[src/rtl/adc_uart_pkg.sv]
// Shared FSM state encoding and frame byte constants for the ADC-to-UART framer.
package adc_uart_pkg;

    typedef enum logic [1:0] {
        IDLE,
        CONV,
        SEND,
        GAP
    } state_t;

    localparam logic [7:0] PFX_A   = 8'h41;
    localparam logic [7:0] PFX_D   = 8'h44;
    localparam logic [7:0] PFX_C   = 8'h43;
    localparam logic [7:0] PFX_EQ  = 8'h3D;
    localparam logic [7:0] CR      = 8'h0D;
    localparam logic [7:0] LF      = 8'h0A;
    localparam logic [7:0] ASCII_0 = 8'h30;

    function automatic logic [7:0] ascii_digit(input logic [3:0] d);
        return ASCII_0 | {4'h0, d};
    endfunction

endpackage

[src/rtl/bin2bcd_seq.sv]
// Sequential shift-add-3 binary-to-BCD converter: one bit per cycle, DATA_W
// cycles after start, followed by a single-cycle done pulse.
module bin2bcd_seq #(
    parameter int unsigned DATA_W = 12,
    parameter int unsigned DIGITS = 4
) (
    input  logic                  clk,
    input  logic                  rst,
    input  logic                  start,
    input  logic [DATA_W-1:0]     din,
    output logic                  done,
    output logic [DIGITS*4-1:0]   bcd
);

    localparam int unsigned BCD_W = DIGITS * 4;
    localparam int unsigned CNT_W = $clog2(DATA_W + 1);

    logic [DATA_W-1:0] bin_q;
    logic [CNT_W-1:0]  cnt_q;
    logic              running_q;

    // Bump every BCD digit of 5 or more by 3 ahead of the left shift.
    function automatic logic [BCD_W-1:0] add3(input logic [BCD_W-1:0] b);
        logic [BCD_W-1:0] r;
        r = b;
        for (int d = 0; d < int'(DIGITS); d++) begin
            if (r[d*4 +: 4] >= 4'd5) begin
                r[d*4 +: 4] = r[d*4 +: 4] + 4'd3;
            end
        end
        return r;
    endfunction

    always_ff @(posedge clk) begin
        if (rst) begin
            bin_q     <= '0;
            bcd       <= '0;
            cnt_q     <= '0;
            running_q <= 1'b0;
            done      <= 1'b0;
        end else begin
            done <= 1'b0;
            if (start) begin
                bin_q     <= din;
                bcd       <= '0;
                cnt_q     <= CNT_W'(DATA_W);
                running_q <= 1'b1;
            end else if (running_q) begin
                {bcd, bin_q} <= {add3(bcd), bin_q} << 1;
                cnt_q        <= cnt_q - CNT_W'(1);
                if (cnt_q == CNT_W'(1)) begin
                    running_q <= 1'b0;
                    done      <= 1'b1;
                end
            end
        end
    end

endmodule

[src/rtl/adc_tx_framer.sv]
// Frames each accepted ADC sample as "ADC=dddd\r\n" and streams it one byte
// at a time to a UART transmitter using a valid/busy handshake.
module adc_tx_framer
    import adc_uart_pkg::*;
#(
    parameter int unsigned DATA_W = 12,
    parameter int unsigned DIGITS = 4
) (
    input  logic              RST_clk,
    input  logic              RST,
    input  logic              sample_valid,
    input  logic [DATA_W-1:0] sample_data,
    output logic              sample_ready,
    output logic [7:0]        tx_data,
    output logic              tx_valid,
    input  logic              tx_busy,
    output logic              frame_done,
    output logic [7:0]        drop_cnt
);

    localparam int unsigned FRAME_LEN = 6 + DIGITS;
    localparam int unsigned IDX_W     = $clog2(FRAME_LEN);
    localparam int unsigned LAST_IDX  = FRAME_LEN - 1;
    localparam int unsigned BCD_W     = DIGITS * 4;
    localparam int unsigned POS_W     = $clog2(BCD_W);

    state_t            state_q, state_d;
    logic [IDX_W-1:0]  idx_q, idx_d;
    logic [7:0]        tx_data_d;
    logic              tx_valid_d;
    logic              frame_done_d;
    logic              ready_d;
    logic [7:0]        drop_d;
    logic              conv_start_c;
    logic              conv_done;
    logic [BCD_W-1:0]  bcd;

    bin2bcd_seq #(
        .DATA_W (DATA_W),
        .DIGITS (DIGITS)
    ) u_bin2bcd (
        .clk   (RST_clk),
        .rst   (RST),
        .start (conv_start_c),
        .din   (sample_data),
        .done  (conv_done),
        .bcd   (bcd)
    );

    // Byte at frame position i: prefix, digits MSD first, then CR LF.
    function automatic logic [7:0] byte_at(input logic [IDX_W-1:0] i,
                                           input logic [BCD_W-1:0] b);
        int unsigned      k;
        logic [POS_W-1:0] pos;
        logic [7:0]       r;
        k   = 32'(i);
        pos = POS_W'(((DIGITS + 3) - k) * 4);
        if (k == 0)                r = PFX_A;
        else if (k == 1)           r = PFX_D;
        else if (k == 2)           r = PFX_C;
        else if (k == 3)           r = PFX_EQ;
        else if (k < 4 + DIGITS)   r = ascii_digit(b[pos +: 4]);
        else if (k == 4 + DIGITS)  r = CR;
        else                       r = LF;
        return r;
    endfunction

    always_ff @(posedge RST_clk) begin
        if (RST) begin
            state_q      <= IDLE;
            idx_q        <= '0;
            tx_data      <= 8'h00;
            tx_valid     <= 1'b0;
            frame_done   <= 1'b0;
            sample_ready <= 1'b1;
            drop_cnt     <= 8'h00;
        end else begin
            state_q      <= state_d;
            idx_q        <= idx_d;
            tx_data      <= tx_data_d;
            tx_valid     <= tx_valid_d;
            frame_done   <= frame_done_d;
            sample_ready <= ready_d;
            drop_cnt     <= drop_d;
        end
    end

    always_comb begin
        state_d      = state_q;
        idx_d        = idx_q;
        tx_data_d    = tx_data;
        tx_valid_d   = 1'b0;
        frame_done_d = 1'b0;
        conv_start_c = 1'b0;
        drop_d       = drop_cnt;

        if (sample_valid && !sample_ready && drop_cnt != 8'hFF) begin
            drop_d = drop_cnt + 8'd1;
        end

        case (state_q)
            IDLE: begin
                if (sample_valid && sample_ready) begin
                    conv_start_c = 1'b1;
                    state_d      = CONV;
                end
            end
            CONV: begin
                if (conv_done) begin
                    state_d    = SEND;
                    idx_d      = '0;
                    tx_valid_d = 1'b1;
                    tx_data_d  = byte_at(IDX_W'(0), bcd);
                end
            end
            SEND: begin
                tx_valid_d = 1'b1;
                if (!tx_busy) begin
                    state_d      = GAP;
                    tx_valid_d   = 1'b0;
                    frame_done_d = (idx_q == IDX_W'(LAST_IDX));
                end
            end
            GAP: begin
                // The LF byte is always the last index, so index end marks frame end.
                if (idx_q == IDX_W'(LAST_IDX)) begin
                    state_d = IDLE;
                end else begin
                    state_d    = SEND;
                    idx_d      = idx_q + IDX_W'(1);
                    tx_valid_d = 1'b1;
                    tx_data_d  = byte_at(idx_q + IDX_W'(1), bcd);
                end
            end
            default: state_d = IDLE;
        endcase

        ready_d = (state_d == IDLE);
    end

endmodule

[config.mk]
export PLATFORM = sky130hd
export DESIGN_NAME = adc_tx_framer
export DESIGN_NICKNAME = d
export VERILOG_FILES = /design/src/rtl/adc_uart_pkg.sv /design/src/rtl/bin2bcd_seq.sv /design/src/rtl/adc_tx_framer.sv
export SDC_FILE = /design/constraint.sdc
export NUM_CORES = 1
export LEC_CHECK = 0
export BUFFER_PORTS_ARGS = -buffer_cell sky130_fd_sc_hd__buf_4
export CAP_MARGIN = 40
export CORE_MARGIN = 4
export CORE_UTILIZATION = 60
export CTS_BUF_LIST = sky130_fd_sc_hd__clkbuf_4
export CTS_CLUSTER_DIAMETER = 150
export DETAILED_ROUTE_END_ITERATION = 8
export PLACE_DENSITY = 0.93
export SLEW_MARGIN = 30
export SYNTH_ARGS = -nofsm -noshare
export SYNTH_HDL_FRONTEND = slang
export SYNTH_SLANG_ARGS = --single-unit
[constraint.sdc]
create_clock -name RST_clk -period 2.4 [get_ports RST_clk]
set_clock_uncertainty 0.05 [all_clocks]
set_input_delay 0.24 -clock RST_clk [delete_from_list [all_inputs] [get_ports RST_clk]]
set_output_delay 0.24 -clock RST_clk [all_outputs]
set_load 0.03 [all_outputs]
Word-level counts from Yosys, hierarchy flattened:

Cells that the tools add are included.

* bits in registers: 59
* bits of input ports: 16
* output and inout port bits: 19
* logic and storage cells: 89

* add/sub/neg operators: 8
* order comparisons: 5
* eq/ne operators: 12
* shift operators: 1
* mux-type cells: 35
* bitwise gates (word level): 2
* reductions and logical operators: 13

Operators with widths (count)
* $mux 4: 7
* $mux 12: 2
* $mux 7: 3
* $ge 4x3->1 const B: 4
* $mux 8: 2
* $pmux 8 s2: 1
* $shiftx 16x5->4: 1
* $add 4x2->4 const B: 3
* $mux 6: 2
* $mux 1: 9
* $add 8x1->8 const B: 1
* $eq 4x1->1 const B: 2
* $eq 4x2->1 const B: 2
* $eq 4x4->1 const B: 2
* $mux 2: 4
* $ne 8x8->1 const B: 1
* $pmux 2 s4: 1
* $pmux 4 s2: 1
* $mux 3: 2
* $reduce_or 3->1: 2
* $add 4x1->4 const B: 1
* $eq 2x2->1 const B: 2
* $logic_not 2->1: 2
* $logic_not 4->1: 1
* 14 further kinds: 18

Longest topological paths before layout:

Gate-level depths: netlist of run 1.

* word-level depth: 10
* gate-level depth with buffers: 8
* gate-level depth less buffers: 7

Modules after synthesis:

From an unflattened synthesis of run 1, not the netlist that was laid out.

* cell total of the unflattened synthesis: 363
* area total of the unflattened synthesis: 3066.7 µm²

By module, submodules not included
* bin2bcd_seq: times used 1, cells each 208, area an instance 1717.9 µm², seq. area each 680.7 µm²
* adc_tx_framer: times used 1, cells each 155, area an instance 1348.8 µm², seq. area each 460.4 µm²

Worst setup path before layout of run 1:

OpenSTA, ideal clock, no wires.

* path type: register to register
* start: register idx_q[0]
* end: register tx_data[0]
* setup time: 0.120 ns
* data arrival time: 1.644 ns
* required time: 2.230 ns
* slack: 0.585 ns
* cell stages (with the launch flop): 8
* buffers on the path: 1
* clock period less this slack: 1.815 ns
* path through: dfxtp_1 buf_4 inv_1 ha_1 mux4_2 nor2b_1 nor3b_1 o21ai_1

* cells in the longest elaborated chain, start to end: 10
* elaborated cells between the ends (all ways): 20
* classes of those cells: add/sub (2); order compare (1); eq/ne (6); shift (1); mux (8); reduce/logical (2)

Ends and longest elaborated chain
* start: declaration: line adc_tx_framer.sv:28 `logic [IDX_W-1:0] idx_q, idx_d;`
* start signal: assignment: line adc_tx_framer.sv:79 `idx_q <= idx_d;`
* $add 4x1->4: line adc_tx_framer.sv:132 `tx_data_d = byte_at(idx_q + IDX_W'(1), bcd);`
* $sub 2x2->2 / $eq 4x4->1 (equally long branches): line adc_tx_framer.sv:57, adc_tx_framer.sv:63
* $shiftx 16x5->4 / $mux 3 (equally long branches): line adc_tx_framer.sv:62, adc_tx_framer.sv:63
* $mux 6: line adc_tx_framer.sv:62 `else if (k < 4 + DIGITS) r = ascii_digit(b[pos +: 4]);`
* $mux 6: line adc_tx_framer.sv:61 `else if (k == 3) r = PFX_EQ;`
* $mux 7: line adc_tx_framer.sv:60 `else if (k == 2) r = PFX_C;`
* $mux 7: line adc_tx_framer.sv:59 `else if (k == 1) r = PFX_D;`
* $mux 7: line adc_tx_framer.sv:58 `if (k == 0) r = PFX_A;`
* $mux 8: line adc_tx_framer.sv:126 `if (idx_q == IDX_W'(LAST_IDX)) begin`
* $pmux 8 s2: line adc_tx_framer.sv:101 `case (state_q)`
* end signal: assignment: line adc_tx_framer.sv:80 `tx_data <= tx_data_d;`
* end: declaration: line adc_tx_framer.sv:14 `output logic [7:0] tx_data,`

Parallel ways exist; a longest one is shown, timed or not. The select of a mux whose other input is x is not followed.
A chain may end at the register's enable or synchronous reset.

Worst setup path after layout of run 1:

* start: register idx_q[0]
* end: register tx_data[1]

Same word-level chain as after synthesis.

==> flow_metrics.tcl, run 1 <==
set metrics [dict create \
    routed_via_density 5.68 \
    grt_pass1_vias 2345 \
    synth_xor_area_share_pct 5.37 \
    internal_power_mw 1.28 \
    grt_pass1_wl_um 10400 \
    postCtsHoldBufs 0 \
    cp-end-kind "flop" \
    clkPwrFrac_pct 31.0 \
    synth_warnings 0 \
    setup_tns_ps 0 \
    grt-busiest-layer "met2" \
    synth_top_family_by_area "simple AND/OR/NAND/NOR gates" \
    cts_buffer_depth 2 \
    ys.flop_type "dfxtp_1" \
    setup_viol 0 \
    drive_above_1_share_pct 15.7 \
    wl_per_cell_um 14.2 \
    worstSkewPairLatency_ps 420 \
    die_area_um2 6080 \
    grtUsageTotal_pct 21.5 \
    power_leakage_nw 1.26 \
    start_util_pct 62.2 \
    ys_seq_area_share_pct 38.9 \
    p_sw_share_pct 29.1 \
    drv_slew 0 \
    io_pins 35 \
    grt_max_degree 40 \
    detail-route-antenna-nets 0 \
    cts_resized 0 \
    synth_cell_types 46 \
    tritoncts "built" \
    critPathRequiredTime_ps 2660 \
    met1_usage_pct 24.5 \
    vdd_drop_max_mv 0.355 \
    syn_area_per_cell_um2 8.90 \
    hold_class "primary input to flop" \
    finalWirelength_um 6120 \
    ys_async_sr_fraction_pct 0 \
    finalCriticalPeriod_ps 2210 \
    drc 0 \
    tightestPinTransition_ps 699 \
    yosysMostFrequentCell "dfxtp_1" \
    finalHoldViolations 0 \
    antenna_found_initial 0 \
    firstDrtPassIters 4 \
    start_kind "flop" \
    synth_edf_count 0 \
    power_density_nw_per_um2 548 \
    grt.overflow.total 0 \
    final_area_um2 3300 \
    synthSimpleGateAreaFrac_pct 18.5 \
    ys_top_cells_by_count "57 x dfxtp_1, 38 x nor2_1, 23 x a21oi_1" \
    num_rows 25 \
    combPwrFrac_pct 12.5 \
    cts.sinks 57 \
    htreeDepth 3 \
    place.gp.congestion 0.889 \
    drtIter0Drc 165 \
    fmax_ghz 0.453 \
    cts_buffers 9 \
    gr-usage-met2_pct 34.8 \
    status "finished clean" \
    slew_headroom_pct 53.3 \
    period_share_pct 91.9 \
    fin_cells 431 \
    post-route-util_pct 69.9 \
    synth-compound-area-share_pct 16.1 \
    clockRootBuffer "clkbuf_4" \
    arrival_ps 2470 \
    dp_hpwl_um 4220 \
    placement.io_buffers 33 \
    syn_nets 362 \
    dpl-instance-area_um2 3200 \
    syn-cell-area_um2 2940 \
    core_um2 4720 \
    clkSlewWorstSetupHoldPaths_ps 90 \
    grtUsageMet3_pct 6.03 \
    die_w_um 78.0 \
    maxCapViolCount 0 \
    yosysTopAreaCell "dfxtp_1" \
    synth_fa_ha_area_share_pct 6.82 \
    p_sw_mw 0.526 \
    fin_nets 391 \
    post-place-cells 415 \
    power_frac_seq_pct 56.5 \
    num_vias 2450 \
    yosysTopAreaCellShare_pct 38.9 \
    dieHeight_um 78.0 \
    synthMuxAreaShare_pct 9.20 \
    rsz0062_at_grt "false" \
    cp_max_fo 13 \
    syn_inst 330 \
    diodes 0 \
    synthTopCellsByArea "dfxtp_1 39%, ha_1 6.8%, mux2i_1 6.1%" \
    cts_setup_buffers 0 \
    ys_ff_latch 57 \
    syn_to_final_growth_pct 12.5 \
    criticalPathCategory "flop to flop" \
]
[critical path, cell delays in order, from the launching register on]
cell and delay, ps:
dfxtp_1 480, ha_1 350, nor3_1 530, o21ai_0 190, nand2_1 130, o21ai_0 100
a41o_1 260
[state kept, by name (all words and copies together) (netlist names)]
name	cells
frame_done	1
drop_cnt	8
u_bin2bcd.bin_q	12
u_bin2bcd.running_q	1
tx_valid	1
u_bin2bcd.done	1
state_q	2
tx_data	6
u_bin2bcd.bcd	16
sample_ready	1
u_bin2bcd.cnt_q	4
idx_q	4
[power by group through the flow]
stage               combinational, mW  sequential, mW  clock (mW)
floorplan                       0.166            1.04           0
global placement                0.218            1.04           0
detailed placement              0.224            1.04           0
CTS                             0.228            1.02       0.565
global route                    0.253            1.03       0.618
finish                          0.227            1.02       0.561
[layout by cell type (no fill, tap or decap), drive strengths merged, types with 10 or more instances in the layout]
cell type / n
ha: 16
a211oi: 15
inv: 14
dfxtp: 57
a21oi: 24
nor2: 38
nand2: 20
nand2b: 10
xnor2: 14
mux2i: 18
o21ai: 18
buf: 36
nand3: 14
[layout make-up]
type                       count  area [um2]
fill                         338        1420
clock inverter                 7        37.5
sequential                    57        1140
tap                           67        83.8
timing repair buffer          36         270
multi-input combinational    241        1650
clock buffer                   9        67.6
inverter                      14        52.6
[final timing paths]
kind / from / cells after the start / slack, ps / end
setup / recovery: idx_q[0] / 6 / 190 / tx_data[1]
hold / removal: sample_data[3] / 3 / 60 / u_bin2bcd.bin_q[3]
setup reg to reg: idx_q[0] / 6 / 190 / tx_data[1]
hold reg to reg: u_bin2bcd.bcd[15] / 2 / 440 / u_bin2bcd.bcd[15]
[kinds of logic after synthesis]
group | after synthesis
buffers and inverters | 32
flip-flops | 57
adder cells (fa/ha/maj) | 16
other | 1
XOR/XNOR | 18
AND/OR/NAND/NOR | 110
multiplexers | 22
AO/OA/AOI/OAI | 74
[metal layers]
| layer | vias to the layer above | wire length [um] |
|---|---|---|
| met5 | - | 0 |
| met4 | 0 | 179 |
| met3 | 22 | 313 |
| met2 | 60 | 2950 |
| met1 | 1141 | 2680 |
| li1 | 1227 | - |
[metrics by stage]
| stage | worst slack (ps) | power [mW] | hold slack (ps) |
|---|---|---|---|
| floorplan | 585 | 1.21 | 340 |
| global placement | 395 | 1.26 | 414 |
| detailed placement | 272 | 1.27 | 424 |
| CTS | 236 | 1.82 | 55.3 |
| global route | 26.0 | 1.90 | 57.0 |
| finish | 194 | 1.81 | 62.3 |
(Power assumes the default switching activity.)
==> run 2, diff against run 1 <==
- CORE_ASPECT_RATIO: not set -> 1.5
- SLEW_MARGIN: 30 -> not set
==> run 2 against run 1 <==
Setup slack improved by 73 ps. Combinational power is essentially flat. Utilization is 2.6 points higher. Critical path type unchanged. Wire length up 1.3%. Die area up 0.37%. Sequential power is essentially flat. Largest cell class unchanged. Register-to-register slack gained 70 ps.
==> flow_metrics.tcl, run 2 (synthesis gave the netlist of run 1 again) <==
set metrics [dict create \
    status "finished clean" \
    cp_max_fo 13 \
    final_cell_mix "57 x dfxtp_1, 38 x nor2_1, 38 x buf_4" \
    maxCapViolCount 0 \
    routed_via_density 5.72 \
    num_vias 2460 \
    die_w_um 65.1 \
    grt_max_degree 40 \
    met1_usage_pct 23.4 \
    hold_class "primary input to flop" \
    fillers 341 \
    drtIter0Drc 209 \
    htreeDepth 3 \
    wl_per_cell_um 14.4 \
    dp_hpwl_um 4330 \
    cts_buffers 9 \
    arrival_ps 2390 \
    slew_headroom_pct 59.5 \
    antenna_found_initial 0 \
    grtUsageMet3_pct 6.95 \
    postCtsHoldBufs 0 \
    cts.sinks 57 \
    worstSkewPairLatency_ps 420 \
    start_util_pct 63.6 \
    core_um2 4620 \
    clockRootBuffer "clkbuf_4" \
    io_pins 35 \
    drive_above_1_share_pct 16.9 \
    setup_tns_ps 0 \
    fin_nets 393 \
    start_kind "flop" \
    critPathRequiredTime_ps 2660 \
    firstDrtPassIters 5 \
    die_area_um2 6100 \
    detail-route-antenna-nets 0 \
    clkSlewWorstSetupHoldPaths_ps 110 \
    fmax_ghz 0.469 \
    dieHeight_um 93.7 \
    crit_path_top_delay_cell "dfxtp_1" \
    drv_slew 0 \
    tightestPinTransition_ps 602 \
    grt_pass1_vias 2476 \
    power_leakage_nw 1.29 \
    final_area_um2 3350 \
    dpl-instance-area_um2 3210 \
    post-route-util_pct 72.5 \
    cts_buffer_depth 2 \
    finalWirelength_um 6200 \
    grt_pass1_wl_um 10600 \
    largest-register "u_bin2bcd.bcd" \
    largest_reg_flops 16 \
    gr-usage-met2_pct 38.5 \
    finalCriticalPeriod_ps 2130 \
    finalHoldViolations 0 \
    cts_resized 0 \
    diodes 0 \
    grtUsageTotal_pct 22.3 \
    placement.io_buffers 33 \
    tritoncts "built" \
    place.gp.congestion 0.888 \
    period_share_pct 88.9 \
    crit_chain "inv_1 > ha_1 > mux4_2 > nor2b_1 > nor3b_1 > o21ai_1" \
    cts_setup_buffers 0 \
    cpPeakStageDelay_ps 650 \
    cp-end-kind "flop" \
    power_density_nw_per_um2 580 \
    reg_top3 "u_bin2bcd.bcd: 16 flops, u_bin2bcd.bin_q: 12 flops, drop_cnt: 8 flops" \
    criticalPathCategory "flop to flop" \
    grt-busiest-layer "met2" \
    timing.hold.ws_ps 56.6 \
    vdd_drop_max_mv 0.426 \
    num_rows 30 \
    total_power_mw 1.94 \
    grt.overflow.total 0 \
    final_common_cell "dfxtp_1" \
    drc 0 \
    syn_to_final_growth_pct 14.0 \
    rsz0062_at_grt "false" \
    setup_viol 0 \
]
-- run 2: cell types whose count changed in the layout (fill, tap and decap cells not counted) --
cell	previous run	this run
clkinvlp_4	3	2
bufinv_16	0	1
clkinv_1	4	1
clkinv_2	0	1
buf_4	36	38
clkinv_4	0	2
-- run 2: area by class of cell --
cell class,instances,area (um2),area share (%)
clock buffer,9,67.6,2.02
clock inverter,7,71.3,2.13
inverter,14,52.6,1.57
multi-input combinational,241,1650,49.3
sequential,57,1140,34.1
tap,64,80.1,2.39
timing repair buffer,38,285,8.52
-- run 2: path summary, 6_finish.rpt --
kind	startpoint	endpoint	cells past startpoint	slack, ps
setup / recovery	idx_q[0]	tx_data[0]	6	270
hold / removal	sample_data[0]	u_bin2bcd.bin_q[0]	3	60
setup reg to reg	idx_q[0]	tx_data[0]	6	270
hold reg to reg	tx_data[0]	tx_data[0]	2	450
-- run 2: through the flow --
step | cells | setup slack [ps]
2_1_floorplan | 330 | 585
3_3_place_gp | 414 | 371
3_5_place_dp | 414 | 326
4_1_cts | 430 | 276
5_1_grt | 430 | 31.7
6_report | 430 | 267
-- run 2: critical path, delay by kind of cell (launching register included) --
kind / cells / cell delay [ps]
AND/OR/NAND/NOR: 2 / 370
multiplexers: 1 / 310
buffers and inverters: 1 / 140
flip-flops: 1 / 650
AO/OA/AOI/OAI: 1 / 100
adder cells (fa/ha/maj): 1 / 410
-- run 2: where the power goes --
part | switching, mW | internal (mW) | total, mW | leakage (nW)
sequential | 0.0398 | 0.989 | 1.03 | 0.463
combinational | 0.123 | 0.102 | 0.224 | 0.762
clock | 0.376 | 0.314 | 0.690 | 0.0695
-- run 2: layer usage --
metal  wire (um)  vias up
met2        3250       70
met4         247        0
met1        2420     1132
li1            -     1226
met3         289       32
met5           0        -
==> run 3, diff against run 2 <==
- ABC_AREA: not set -> 1
==> run 3 against run 2 <==
Cell count rose by 20%. Combinational power is 12% higher. Synthesized area up 1.6%. Largest cell class unchanged. Fmax rose by 13%. First-iteration DRC count fell by 22%. Sequential share of layout area fell by 0.64 points. Register-to-register slack improved by 240 ps.
==> flow_metrics.tcl, run 3 <==
set metrics [dict create \
    status "finished clean" \
    die_area_um2 6190 \
    syn_area_per_cell_um2 7.21 \
    finalHoldViolations 0 \
    multi_input_area_um2 1540 \
    io_pins 35 \
    routed_via_density 5.46 \
    tightestPinTransition_ps 557 \
    grt_pass1_vias 2852 \
    criticalPathCategory "flop to flop" \
    syn_inst 414 \
    final_cell_mix "82 x nand2_1, 57 x dfxtp_1, 55 x inv_1" \
    detail-route-antenna-nets 0 \
    ys_async_sr_fraction_pct 0 \
    worstSkewPairLatency_ps 410 \
    arrival_ps 2200 \
    fin_nets 477 \
    p_sw_mw 0.567 \
    post-place-cells 500 \
    hold_start "sample_data[2]" \
    cp_max_fo 16 \
    start_kind "flop" \
    crit_chain "nor2_1 > nand3_2 > inv_2 > nor2_2 > inv_2 > a21oi_1 > o21ai_0 > inv_1" \
    clockRootBuffer "clkbuf_4" \
    final_area_um2 3410 \
    power_density_nw_per_um2 605 \
    cp-end-kind "flop" \
    core_um2 4810 \
    drc 0 \
    clkSlewWorstSetupHoldPaths_ps 100 \
    hold-path-endpoint "u_bin2bcd.bin_q[2]" \
    finalCriticalPeriod_ps 1890 \
    cpPeakStageDelay_ps 420 \
    placement.io_buffers 33 \
    grtUsageTotal_pct 22.8 \
    drv_slew 0 \
    postCtsHoldBufs 0 \
    synthTopCellsByArea "dfxtp_1 38%, nand2_1 10%, inv_1 6.9%" \
    htreeDepth 3 \
    largest_reg_flops 16 \
    drive_above_1_share_pct 17.6 \
    dp_hpwl_um 4860 \
    synth_cell_types 32 \
    rr_endpoint "u_bin2bcd.bcd[13]" \
    diodes 0 \
    cpMostUsedCell "inv_2" \
    hold_class "primary input to flop" \
    critPathRequiredTime_ps 2710 \
    firstDrtPassIters 5 \
    vdd_drop_max_mv 0.356 \
    num_vias 2812 \
    cts_resized 0 \
    syn_to_final_growth_pct 14.3 \
    grt.overflow.total 0 \
    cts_setup_buffers 0 \
    combPwrFrac_pct 12.2 \
    cts_buffer_depth 2 \
    dieHeight_um 94.4 \
    die_w_um 65.6 \
    p_sw_share_pct 27.4 \
    min_delay_path_depth 3 \
    rr_startpoint "state_q[0]" \
    slew_headroom_pct 62.8 \
    cts.sinks 57 \
    syn-cell-area_um2 2980 \
    ys_seq_area_share_pct 38.2 \
    tritoncts "built" \
    synth_warnings 0 \
    reg2regPathDepth 8 \
    ff_latch_area_um2 1140 \
    antenna_found_initial 0 \
    synth_edf_count 0 \
    final_common_cell "nand2_1" \
    drtIter0Drc 162 \
    grt_max_degree 29 \
    setup_tns_ps 0 \
    power_leakage_nw 1.48 \
    clkPwrFrac_pct 37.6 \
    finalWirelength_um 6520 \
    maxCapViolCount 0 \
    yosysTopAreaCellShare_pct 38.2 \
    yosysTopAreaCell "dfxtp_1" \
    fillers 384 \
    power_frac_seq_pct 50.2 \
    largest-register "u_bin2bcd.bcd" \
    ys_top_cells_by_count "82 x nand2_1, 57 x dfxtp_1, 55 x inv_1" \
    grt_pass1_wl_um 11100 \
    ys_ff_latch 57 \
    num_rows 31 \
    dpl-instance-area_um2 3260 \
    ys.flop_type "dfxtp_1" \
    yosysMostFrequentCell "nand2_1" \
    place.gp.congestion 0.922 \
    r2r_setup_slack_ps 510 \
    fin_cells 515 \
    reg_top3 "u_bin2bcd.bcd: 16 flops, u_bin2bcd.bin_q: 12 flops, drop_cnt: 8 flops" \
    crit_path_top_delay_cell "nor2_2" \
    setup_viol 0 \
    internal_power_mw 1.50 \
    timing.hold.ws_ps 48.3 \
    period_share_pct 78.9 \
    fmax_ghz 0.528 \
    rsz0062_at_grt "false" \
    start_util_pct 62.0 \
    syn_nets 446 \
    wl_per_cell_um 12.7 \
    cts_buffers 9 \
]
-- run 3: power by group through the flow --
stage	combinational, mW	clock (mW)	sequential (mW)
2_1_floorplan	0.185	0	1.05
4_1_cts	0.252	0.784	1.04
3_3_place_gp	0.240	0	1.05
5_1_grt	0.285	0.818	1.04
6_report	0.251	0.776	1.04
3_5_place_dp	0.250	0	1.06
-- run 3: kinds of logic (layout without fill, tap and decap cells) --
kind of cell | count (synthesis) | count (layout) | share of synthesized area, %
compound gates | 93 | 93 | 17.2
xor+xnor | 10 | 10 | 2.94
fa+ha+maj | 16 | 16 | 6.71
buf+inv | 77 | 112 | 10.3
flops | 57 | 57 | 38.2
other cells | 1 | 1 | 0.126
simple gates | 160 | 160 | 24.5
-- run 3: metrics by stage --
step	setup WS, ps	utilization, %	total power, mW
after global placement	657	67.8	1.29
after global routing	345	70.9	2.14
after floorplan	741	-	1.23
after CTS	526	70.9	2.07
final	507	70.9	2.06
after detailed placement	569	67.8	1.31
-- run 3: how the worst max path moves through the flow --
stage                from                 to  slack, ps  depth (start not counted)
3_5_place_dp   state_q[0]   u_bin2bcd.bcd[9]        570                          8
5_1_grt        state_q[0]  u_bin2bcd.bcd[13]        340                          8
2_1_floorplan    idx_q[0]         tx_data[1]        740                         11
3_3_place_gp   state_q[0]   u_bin2bcd.bcd[5]        660                          8
4_1_cts        state_q[0]   u_bin2bcd.bcd[1]        530                          8
6_report       state_q[0]  u_bin2bcd.bcd[13]        510                          8
-- run 3: worst max-delay path: cells and delay by family, from the launching register on --
| family | cells | cell delay (ps) |
|---|---|---|
| AO/OA/AOI/OAI | 2 | 250 |
| buffers and inverters | 3 | 420 |
| flip-flops | 1 | 400 |
| AND/OR/NAND/NOR | 3 | 710 |
-- run 3: routing by layer --
layer | vias up | share of wire, % | track usage [%]
met3 | 23 | 5.0 | 5.83
met5 | - | 0 | 0
met1 | 1307 | 39 | 21.6
li1 | 1402 | - | -
met2 | 80 | 53 | 43.0
met4 | 0 | 3.3 | 13.3
-- run 3: layout make-up --
type / count / area share, %
clock buffers: 9 / 1.98
clock inverters: 6 / 2.46
inverters: 61 / 6.75
multi-input cells: 280 / 45.0
flip-flops and latches: 57 / 33.4
well taps: 66 / 2.42
repair buffers: 36 / 7.92
